==> src/rtl/xb_wr_framer.sv <==
// Xillybus write-stream framer: strips a magic/length header, forwards payload
// words to the write FIFO with one cycle of latency, and keeps frame statistics.
module xb_wr_framer #(
  parameter int          WIDTH = 32,
  parameter logic [15:0] MAGIC = 16'hB10C,
  parameter int          DELAY = 1
) (
  input  logic             BUS_CLK,
  input  logic             RESET,
  input  logic             xb_wr_open,
  input  logic             xb_wr_wren,
  input  logic [WIDTH-1:0] xb_wr_data,
  output logic             xb_wr_full,
  output logic [WIDTH-1:0] fifo_din,
  output logic             fifo_wren,
  input  logic             fifo_almost_full,
  output logic             frame_done,
  output logic             frame_err,
  output logic [15:0]      n_frame,
  output logic [31:0]      n_word
);

  typedef enum logic [1:0] {
    IDLE,
    PAYLOAD,
    ERR
  } state_t;

  state_t      state;
  state_t      state_next;
  logic [15:0] remaining;
  logic [15:0] remaining_next;
  logic        fwd;
  logic        done_set;
  logic        err_set;
  logic        err_clr;
  logic        last_word;
  logic [15:0] hdr_magic;
  logic [15:0] hdr_len;

  // DELAY only matters to behavioural models of this block; these registers are zero-delay.
  if (DELAY < 0) begin : g_delay_unused
  end

  assign hdr_magic = xb_wr_data[31:16];
  assign hdr_len   = xb_wr_data[15:0];
  assign last_word = xb_wr_wren && (remaining == 16'd1);

  // In ERR the host must be able to drain its stream, so backpressure is dropped.
  assign xb_wr_full = RESET | ((state != ERR) & fifo_almost_full);

  // NOTE: every signal driven here gets a default first, so no path can infer a latch.
  always_comb begin
    state_next     = state;
    remaining_next = remaining;
    fwd            = 1'b0;
    done_set       = 1'b0;
    err_set        = 1'b0;
    err_clr        = 1'b0;

    case (state)
      IDLE: begin
        if (xb_wr_wren) begin
          if (hdr_magic == MAGIC) begin
            err_clr = 1'b1;
            if (hdr_len == 16'd0) begin
              done_set = 1'b1;
            end else begin
              remaining_next = hdr_len;
              state_next     = PAYLOAD;
            end
          end else begin
            err_set    = 1'b1;
            state_next = ERR;
          end
        end
      end

      PAYLOAD: begin
        if (xb_wr_wren) begin
          fwd            = 1'b1;
          remaining_next = remaining - 16'd1;
          if (last_word) begin
            done_set   = 1'b1;
            state_next = IDLE;
          end
        end
        // A stream closing on the very word that completes the frame is not a truncation.
        if (!xb_wr_open && !last_word) begin
          err_set        = 1'b1;
          remaining_next = 16'd0;
          state_next     = IDLE;
        end
      end

      ERR: begin
        if (!xb_wr_open) begin
          state_next = IDLE;
        end
      end

      default: begin
        state_next = IDLE;
      end
    endcase
  end

  // NOTE: sequential state uses non-blocking assignments so all registers update together.
  always_ff @(posedge BUS_CLK) begin
    if (RESET) begin
      state     <= IDLE;
      remaining <= 16'd0;
    end else begin
      state     <= state_next;
      remaining <= remaining_next;
    end
  end

  always_ff @(posedge BUS_CLK) begin
    if (RESET) begin
      fifo_wren  <= 1'b0;
      fifo_din   <= '0;
      frame_done <= 1'b0;
      frame_err  <= 1'b0;
      n_frame    <= 16'd0;
      n_word     <= 32'd0;
    end else begin
      fifo_wren  <= fwd;
      frame_done <= done_set;
      if (fwd) begin
        fifo_din <= xb_wr_data;
        n_word   <= n_word + 32'd1;
      end
      if (done_set) begin
        n_frame <= n_frame + 16'd1;
      end
      if (err_set) begin
        frame_err <= 1'b1;
      end else if (err_clr) begin
        frame_err <= 1'b0;
      end
    end
  end

endmodule
==> config.mk <==
export PLATFORM = sky130hd
export DESIGN_NAME = xb_wr_framer
export DESIGN_NICKNAME = d
export VERILOG_FILES = /design/src/rtl/xb_wr_framer.sv
export SDC_FILE = /design/constraint.sdc
export NUM_CORES = 1
export LEC_CHECK = 0
export CAP_MARGIN = 20
export CORE_AREA = 2 2 99 101
export CTS_CLUSTER_SIZE = 20
export DETAILED_ROUTE_END_ITERATION = 8
export DIE_AREA = 0 0 101 103
export GPL_ROUTABILITY_DRIVEN = 0
export HOLD_SLACK_MARGIN = 0.05
export MAX_ROUTING_LAYER = met4
export PLACE_DENSITY_LB_ADDON = 0.08
export SETUP_SLACK_MARGIN = 0.2
export SYNTH_ARGS = -nofsm -noshare
export SYNTH_HDL_FRONTEND = slang
export SYNTH_SLANG_ARGS = --single-unit
==> constraint.sdc <==
create_clock -name BUS_CLK -period 5.9 [get_ports BUS_CLK]
set_clock_uncertainty 0.1 [all_clocks]
set_input_delay 0.59 -clock BUS_CLK [delete_from_list [all_inputs] [get_ports BUS_CLK]]
set_output_delay 0.59 -clock BUS_CLK [all_outputs]
set_load 0.05 [all_outputs]
==> metrics.txt, run 1 <==
CP Data Arrival Time 3.75 ns; Register Area 0.00202 sq mm; PD cells 196 mW/mm^2; RSZ-0062 raised after global routing no; asr flop ratio synth 0; fraction of layout cells with a size suffix above 1 0.0615; Slew Viols, Final 0; Fill cells 792; Num CTS Buffers 9; Yosys cell types 52; worst vdd ir 0.000106 V; vias per inst 5.84; hold path depth 2; Max Freq 281 MHz; relative slew slack 0.308; Synth Register Bits 101; Synth area leader dfxtp_1; nets 751; Worst-Margin Slew 1.04 ns; I/O pins 121; CTS root buffer clkbuf_8; Longest Clk Path Bufs 2; DR WL/cell 15.1 microns; Clk Latency, worst-skew pair 0.36 ns; Fin. Hold Viols 0; Post-synth EDFFs 0; mapped cell area 0.00487 sq mm; GR Util All Layers 0.252; Ant. Diodes 0; CP cell instances clkdlybuf4s50_1 > and3b_2 > nand4_1 > or4_1 > or3_1 > a21oi_1; DRC 0; CP peak stage delay 0.79 ns; Synth top area share 0.415; Die W 101 microns; largest net degree at the start of global routing 113; input/output buffers 120; starting DRC count in detailed routing 220; Worst Hold End fifo_din[21]$_SDFFE_PP0P_; Reg2Reg Setup Slack 2.71 ns; WS Path Type primary input to flop; Synth Flop Type dfxtp_1; startpoint types primary input; DR pass1 iterations 5; height of the die 103 microns; post-layout min period 3.56 ns; post-cts resize count 0; status completed; Final period util 0.603; first-pass GRT wire length 20.6 mm; Seq/Total Area, Yosys 0.415; R2R Path Start state[1]$_SDFFE_PP0P_; HP Class flop to flop; slowest CP cell or4_1; CTS clk-pin slew, worst paths 0.10 ns; total wire length 12.5 mm; Pwr Total 1.25 mW; Post-CTS Setup Repair Bufs 0; Ys Warns 0; Max Cap Viol 0; Setup Viol. Count Final 0; Syn Area/Cell 8.04 sq um; multi-input logic area 0.00267 sq mm; core area 0.00946 sq mm; row cnt 36; most common library cells after synthesis 106 x nand2_1, 101 x dfxtp_1, 68 x a21oi_1; top post-synthesis cells by area dfxtp_1 41%, nand2_1 8.2%, a21oi_1 7.0%; Post-Syn Instances 606; Final HPWL DP 8.90 mm; reg2reg path depth 5; Area growth syn-to-layout 31.0%; final antenna-violating net count 0; Synthesized Nets 647; worst path required time 6.09 ns; hold buffers post-CTS 0; die footprint 0.0104 sq mm; CTS tree yes; grt total ovfl 0; CP endpoint kind flop; via count 4845; Initial Utilization 0.515; antenna violations before repair 0; Fin Setup TNS 0 ns; reg2reg end n_word[24]$_SDFFE_PP0P_; H-tree depth 3; static leakage 2.19 nW; number of global-route vias before repair 4363; count leader, synth nand2_1; clock sink count 101; min-delay src fifo_din[21]$_SDFFE_PP0P_; CP max FO 41
layout by cell type, fill, tap and decap left out, types with 15 or more instances in the layout:
cell	count
dfxtp_1	101
o21ai_0	15
clkdlybuf4s50_1	119
nand4_1	16
a21oi_1	68
nor2_1	45
nand3_1	27
nor2b_1	17
nor3_1	18
nand2_1	106
where the power goes:
group          leakage [nW]  total, mW  internal, mW  switching, mW
logic                  1.26     0.0691        0.0321         0.0369
clock network         0.117      0.499         0.265          0.234
registers             0.814      0.684         0.682        0.00159
worst max-delay path, delay by kind of cell:
kind | cells | cell delay (ns)
compound gates | 1 | 0.16
simple gates | 4 | 2.40
buf+inv | 1 | 0.58
state kept, by name, indices dropped and copies added, names as in the netlist:
signal,cells
fifo_din,32
fifo_wren,1
frame_done,1
frame_err,1
n_frame,16
n_word,32
remaining,16
state,2
kinds of logic after synthesis:
logic type	synth area share
adder cells (fa/ha/maj)	0.0103
AND/OR/NAND/NOR	0.298
XOR/XNOR	0.0359
multiplexers	0.0323
flip-flops	0.415
AO/OA/AOI/OAI	0.172
buffers and inverters	0.0367
metrics by stage:
stage          utilization  cells  setup slack (ns)  cell area, sq um  hold slack (ns)
6_report             0.675    829              2.34              6380            0.357
5_1_grt              0.675    829              2.13              6380            0.380
4_1_cts              0.669    827              2.37              6330            0.362
3_5_place_dp         0.645    811              1.98              6100            0.348
3_3_place_gp         0.645    811              2.12              6100            0.342
2_1_floorplan            -    606              3.45              4870            0.352
worst max path at each step:
stage / from / to / slack, ns
finish: xb_wr_wren / n_word[24]$_SDFFE_PP0P_ / 2.34
global route: xb_wr_wren / n_word[24]$_SDFFE_PP0P_ / 2.13
CTS: xb_wr_wren / n_word[30]$_SDFFE_PP0P_ / 2.37
detailed placement: xb_wr_wren / n_word[24]$_SDFFE_PP0P_ / 1.98
global placement: xb_wr_wren / n_word[28]$_SDFFE_PP0P_ / 2.12
floorplan: n_word[4]$_SDFFE_PP0P_ / n_word[24]$_SDFFE_PP0P_ / 3.45
layout make-up:
cell class              instances  area share
clock buffers                  12      0.0243
multi-input cells             461       0.419
flip-flops and latches        101       0.317
well taps                     114      0.0223
repair buffers                123       0.198
inverters                      14     0.00823
clock inverters                 4      0.0121
layer usage:
metal,track usage,up-vias,part of all wire
met4,0.0884,0,0.022
li1,-,2370,-
met3,0.0454,26,0.067
met5,-,-,0
met2,0.399,184,0.47
met1,0.326,2265,0.44
Note: power is estimated with default switching activity, not from simulation.
==> inputs of run 2 (changes only) <==
Settings changed: CORE_AREA 2 2 99 101 to 2 2 102 104, DIE_AREA 0 0 101 103 to 0 0 104 106.
Clock period 5.9 ns to 3.6 ns, I/O delays scaled along.
==> metrics.txt, run 2 (synthesis results as in run 1) <==
status completed; core area 0.0100 sq mm; DRC 0; Longest Clk Path Bufs 2; fraction of layout cells with a size suffix above 1 0.0682; grt total ovfl 0; final antenna-violating net count 0; Flop pwr share 0.537; height of the die 106 microns; worst vdd ir 0.000171 V; most common cell after layout, fill and taps aside clkdlybuf4s50_1; Clk pwr share 0.408; DR WL/cell 15.6 microns; Final HPWL DP 9.32 mm; static leakage 2.21 nW; CP peak stage delay 0.59 ns; Reg2Reg Setup Slack 1.02 ns; Post-Layout Cell Count 855; clock sink count 101; CTS root buffer clkbuf_8; Fill cells 888; largest net degree at the start of global routing 113; Switch Pwr 463 uW; Place WS 0.649 ns; input/output buffers 120; Area growth syn-to-layout 31.9%; die footprint 0.0110 sq mm; Max Freq 385 MHz; antenna violations before repair 0; PD cells 324 mW/mm^2; Worst path top cell family by delay buffers and inverters; number of global-route vias before repair 4523; WS Path Type primary input to flop; vias per inst 5.64; startpoint types primary input; GR Util All Layers 0.246; worst path required time 3.76 ns; via count 4824; I/O pins 121; Clk Latency, worst-skew pair 0.37 ns; hold buffers post-CTS 0; CTS clk-pin slew, worst paths 0.09 ns; total wire length 13.3 mm; Fin. Hold Viols 0; placed cells 838; Final period util 0.721; DR pass1 iterations 5; combinational share of power 0.056; slowest CP cell clkdlybuf4s50_1; WHS 0.346 ns; Die W 104 microns; Sw Share 0.222; Post-CTS Setup Repair Bufs 0; post-cts resize count 0; Num CTS Buffers 9; internal power 1.62 mW; Core Util, Final 0.643; row cnt 37; Setup WS post-layout 1.00 ns; Max Cap Viol 0; CP Data Arrival Time 2.76 ns; nets 755; Ant. Diodes 0; relative slew slack 0.319; Slew Viols, Final 0; post-layout min period 2.60 ns; Largest regs fifo_din: 32 flops, n_word: 32 flops; Initial Utilization 0.487; HP Class primary input to flop; CP endpoint kind flop; CP max FO 39; Worst-Margin Slew 1.02 ns; CTS tree yes; Buf+Inv Stages, Crit Path 2; Fin Setup TNS 0 ns; starting DRC count in detailed routing 248; most frequent cells in the layout 119 x clkdlybuf4s50_1, 106 x nand2_1, 101 x dfxtp_1, 68 x a21oi_1, 45 x nor2_1; first-pass GRT wire length 21.8 mm; RSZ-0062 raised after global routing no; H-tree depth 3; CP cell instances clkdlybuf4s50_1 > and3b_2 > buf_4 > and3_1 > nand2_1 > a211oi_1 > mux2_2; Setup Viol. Count Final 0
[run 2: stage by stage]
step / total power, mW / instance area (sq um)
global placement: 1.26 / 6160
finish: 2.09 / 6430
CTS: 2.10 / 6400
floorplan: 1.19 / 4870
detailed placement: 1.26 / 6160
global route: 2.15 / 6430
[run 2: cell type report]
cell class	instances	area [sq um]	share of cell area
Clock buffer	12	165	0.0257
Clock inverter	4	76.3	0.0119
Inverter	14	52.6	0.00817
Multi-Input combinational cell	461	2670	0.416
Sequential cell	101	2020	0.314
Tap cell	136	170	0.0265
Timing Repair Buffer	127	1270	0.198
[run 2: power by group through the flow]
stage	sequential [mW]	clock (mW)	combinational (mW)
after floorplan	1.15	0	0.0446
after global placement	1.15	0	0.111
after detailed placement	1.15	0	0.111
after CTS	1.12	0.867	0.111
after global routing	1.12	0.908	0.123
final	1.12	0.850	0.116
[run 2: tightest hold or removal path: stages]
cell and delay (ns):
buf_4 0.08, inv_1 0.03, buf_4 0.18, o31ai_1 0.08, a21oi_1 0.04
[run 2: metal layers]
metal / track usage / vias up / share of wire / wire length [microns]
met1: 0.320 / 2229 / 0.45 / 5940
met3: 0.0380 / 19 / 0.066 / 875
met5: - / - / 0 / 0
met2: 0.388 / 195 / 0.47 / 6280
li1: - / 2381 / - / -
met4: 0.0936 / 0 / 0.015 / 197
[run 2: path summary, 6_finish.rpt]
check | depth (start not counted) | end | startpoint
setup / recovery | 7 | n_frame[7]$_SDFFE_PP0P_ | xb_wr_wren
hold / removal | 5 | remaining[0]$_SDFFE_PP0P_ | RESET
setup reg to reg | 4 | remaining[4]$_SDFFE_PP0P_ | state[1]$_SDFFE_PP0P_
hold reg to reg | 2 | fifo_din[4]$_SDFFE_PP0P_ | fifo_din[4]$_SDFFE_PP0P_
==> inputs of run 3 (changes only) <==
Clock period 3.6 ns to 2.4 ns, I/O delays scaled along.
==> metrics.txt, run 3 (synthesis results as in run 1) <==
RSZ-0062 raised after global routing no; largest net degree at the start of global routing 61; CTS clk-pin slew, worst paths 0.11 ns; Slew Viols, Final 0; Max Freq 462 MHz; met3 Use GR 0.0503; height of the die 106 microns; CP max FO 8; number of global-route vias before repair 4723; first-pass GRT wire length 22.8 mm; Core Util, Final 0.686; met1 Usage GRT 0.336; CP cell instances clkdlybuf4s50_1 > nor4_1 > and4_2 > nand4_1 > a21boi_1 > mux2_2; status completed; Setup Viol. Count Final 0; row cnt 37; most common cell after layout, fill and taps aside clkdlybuf4s50_1; most frequent cells in the layout 118 x clkdlybuf4s50_1, 105 x nand2_1, 82 x dfxtp_1, 66 x a21oi_1, 56 x buf_4; total wire length 13.9 mm; via count 5052; static leakage 2.43 nW; Largest regs fifo_din: 32 flops, n_word: 32 flops; die footprint 0.0110 sq mm; post-layout min period 2.16 ns; input/output buffers 120; vias per inst 5.59; worst path required time 2.56 ns; CTS root buffer clkbuf_8; Worst path top cell family by delay simple AND/OR/NAND/NOR gates; DR pass1 iterations 5; Buf+Inv Stages, Crit Path 1; final antenna-violating net count 0; worst vdd ir 0.000289 V; final instance area 0.00686 sq mm; Ant. Diodes 0; DR WL/cell 15.4 microns; WHS 0.256 ns; grt total ovfl 0; Max Cap Viol 0; CP endpoint kind flop; Final HPWL DP 10.1 mm; slowest CP cell clkdlybuf4s50_1; clock sink count 101; starting DRC count in detailed routing 262; Longest Clk Path Bufs 2; PD cells 423 mW/mm^2; I/O pins 121; Pwr Total 2.90 mW; CTS tree yes; CP Data Arrival Time 2.32 ns; Fin. Hold Viols 0; Num CTS Buffers 9; H-tree depth 3; Clk Latency, worst-skew pair 0.36 ns; Worst-Margin Slew 0.568 ns; relative slew slack 0.622; Final period util 0.902; WS Path Type primary input to flop; antenna violations before repair 0; GR peak layer met2; HP Class primary input to flop; core area 0.0100 sq mm; DP Area 0.00659 sq mm; nets 804; Initial Utilization 0.487; Area growth syn-to-layout 40.7%; DRC 0; startpoint types primary input; GR Util All Layers 0.255; fraction of layout cells with a size suffix above 1 0.174; Die W 104 microns; GR Util met2 0.411; Fin Setup TNS 0 ns; CP peak stage delay 0.44 ns; Fill cells 844
## run 3: cell types whose count changed in the layout (fill, tap and decap cells not counted), moves of 3 or more
cell	delta
buf_4	+49
dfxtp_1	-19
dfxtp_2	+13
dfxtp_4	+6
and4_1	-3
clkbuf_8	-3
nand3_1	-3
nand3_2	+3
## run 3: worst reg2reg max path: stages (launching register included)
cell     delay, ns
dfxtp_4       0.38
and4_2        0.28
nand4_2       0.20
or4_4         0.61
or3_1         0.32
a21oi_1       0.14
## run 3: path summary, 6_finish.rpt
| kind | depth (start not counted) | start | endpoint | slack, ns |
|---|---|---|---|---|
| max | 6 | xb_wr_data[12] | n_frame[12]$_SDFFE_PP0P_ | 0.24 |
| min | 2 | RESET | n_word[13]$_SDFFE_PP0P_ | 0.26 |
| max reg2reg | 5 | n_word[5]$_SDFFE_PP0P_ | n_word[27]$_SDFFE_PP0P_ | 0.30 |
| min reg2reg | 2 | fifo_din[10]$_SDFFE_PP0P_ | fifo_din[10]$_SDFFE_PP0P_ | 0.36 |
## run 3: per-stage QoR
stage,instances,setup WS [ns]
finish,904,0.235
global route,904,0.191
detailed placement,887,-0.316
global placement,887,-0.256
floorplan,606,0.207
CTS,903,0.211
## run 3: final cells by class
type	instances	area, sq um	share of cell area
multi-input cells	461	2750	0.401
clock buffers	10	128	0.0186
flip-flops and latches	101	2060	0.300
well taps	136	170	0.0248
inverters	14	52.6	0.00766
repair buffers	176	1640	0.239
clock inverters	6	58.8	0.00857
## run 3: power by group
part | switching, mW | leakage (nW) | internal [mW]
combinational | 0.104 | 1.52 | 0.108
clock | 0.617 | 0.0902 | 0.398
sequential | 0.00144 | 0.825 | 1.67
## run 3: per-layer routing
metal	share of wire	wire [microns]
met5	0	0
met4	0.011	151
met3	0.047	656
met2	0.48	6650
met1	0.46	6460
## run 3: repair_timing
action                                  CTS  global route
buffers inserted                          0             1
pin swaps                                 1             4
gates resized for setup                   7            14
hold buffers                              0             0
endpoints found under the setup margin   25            34
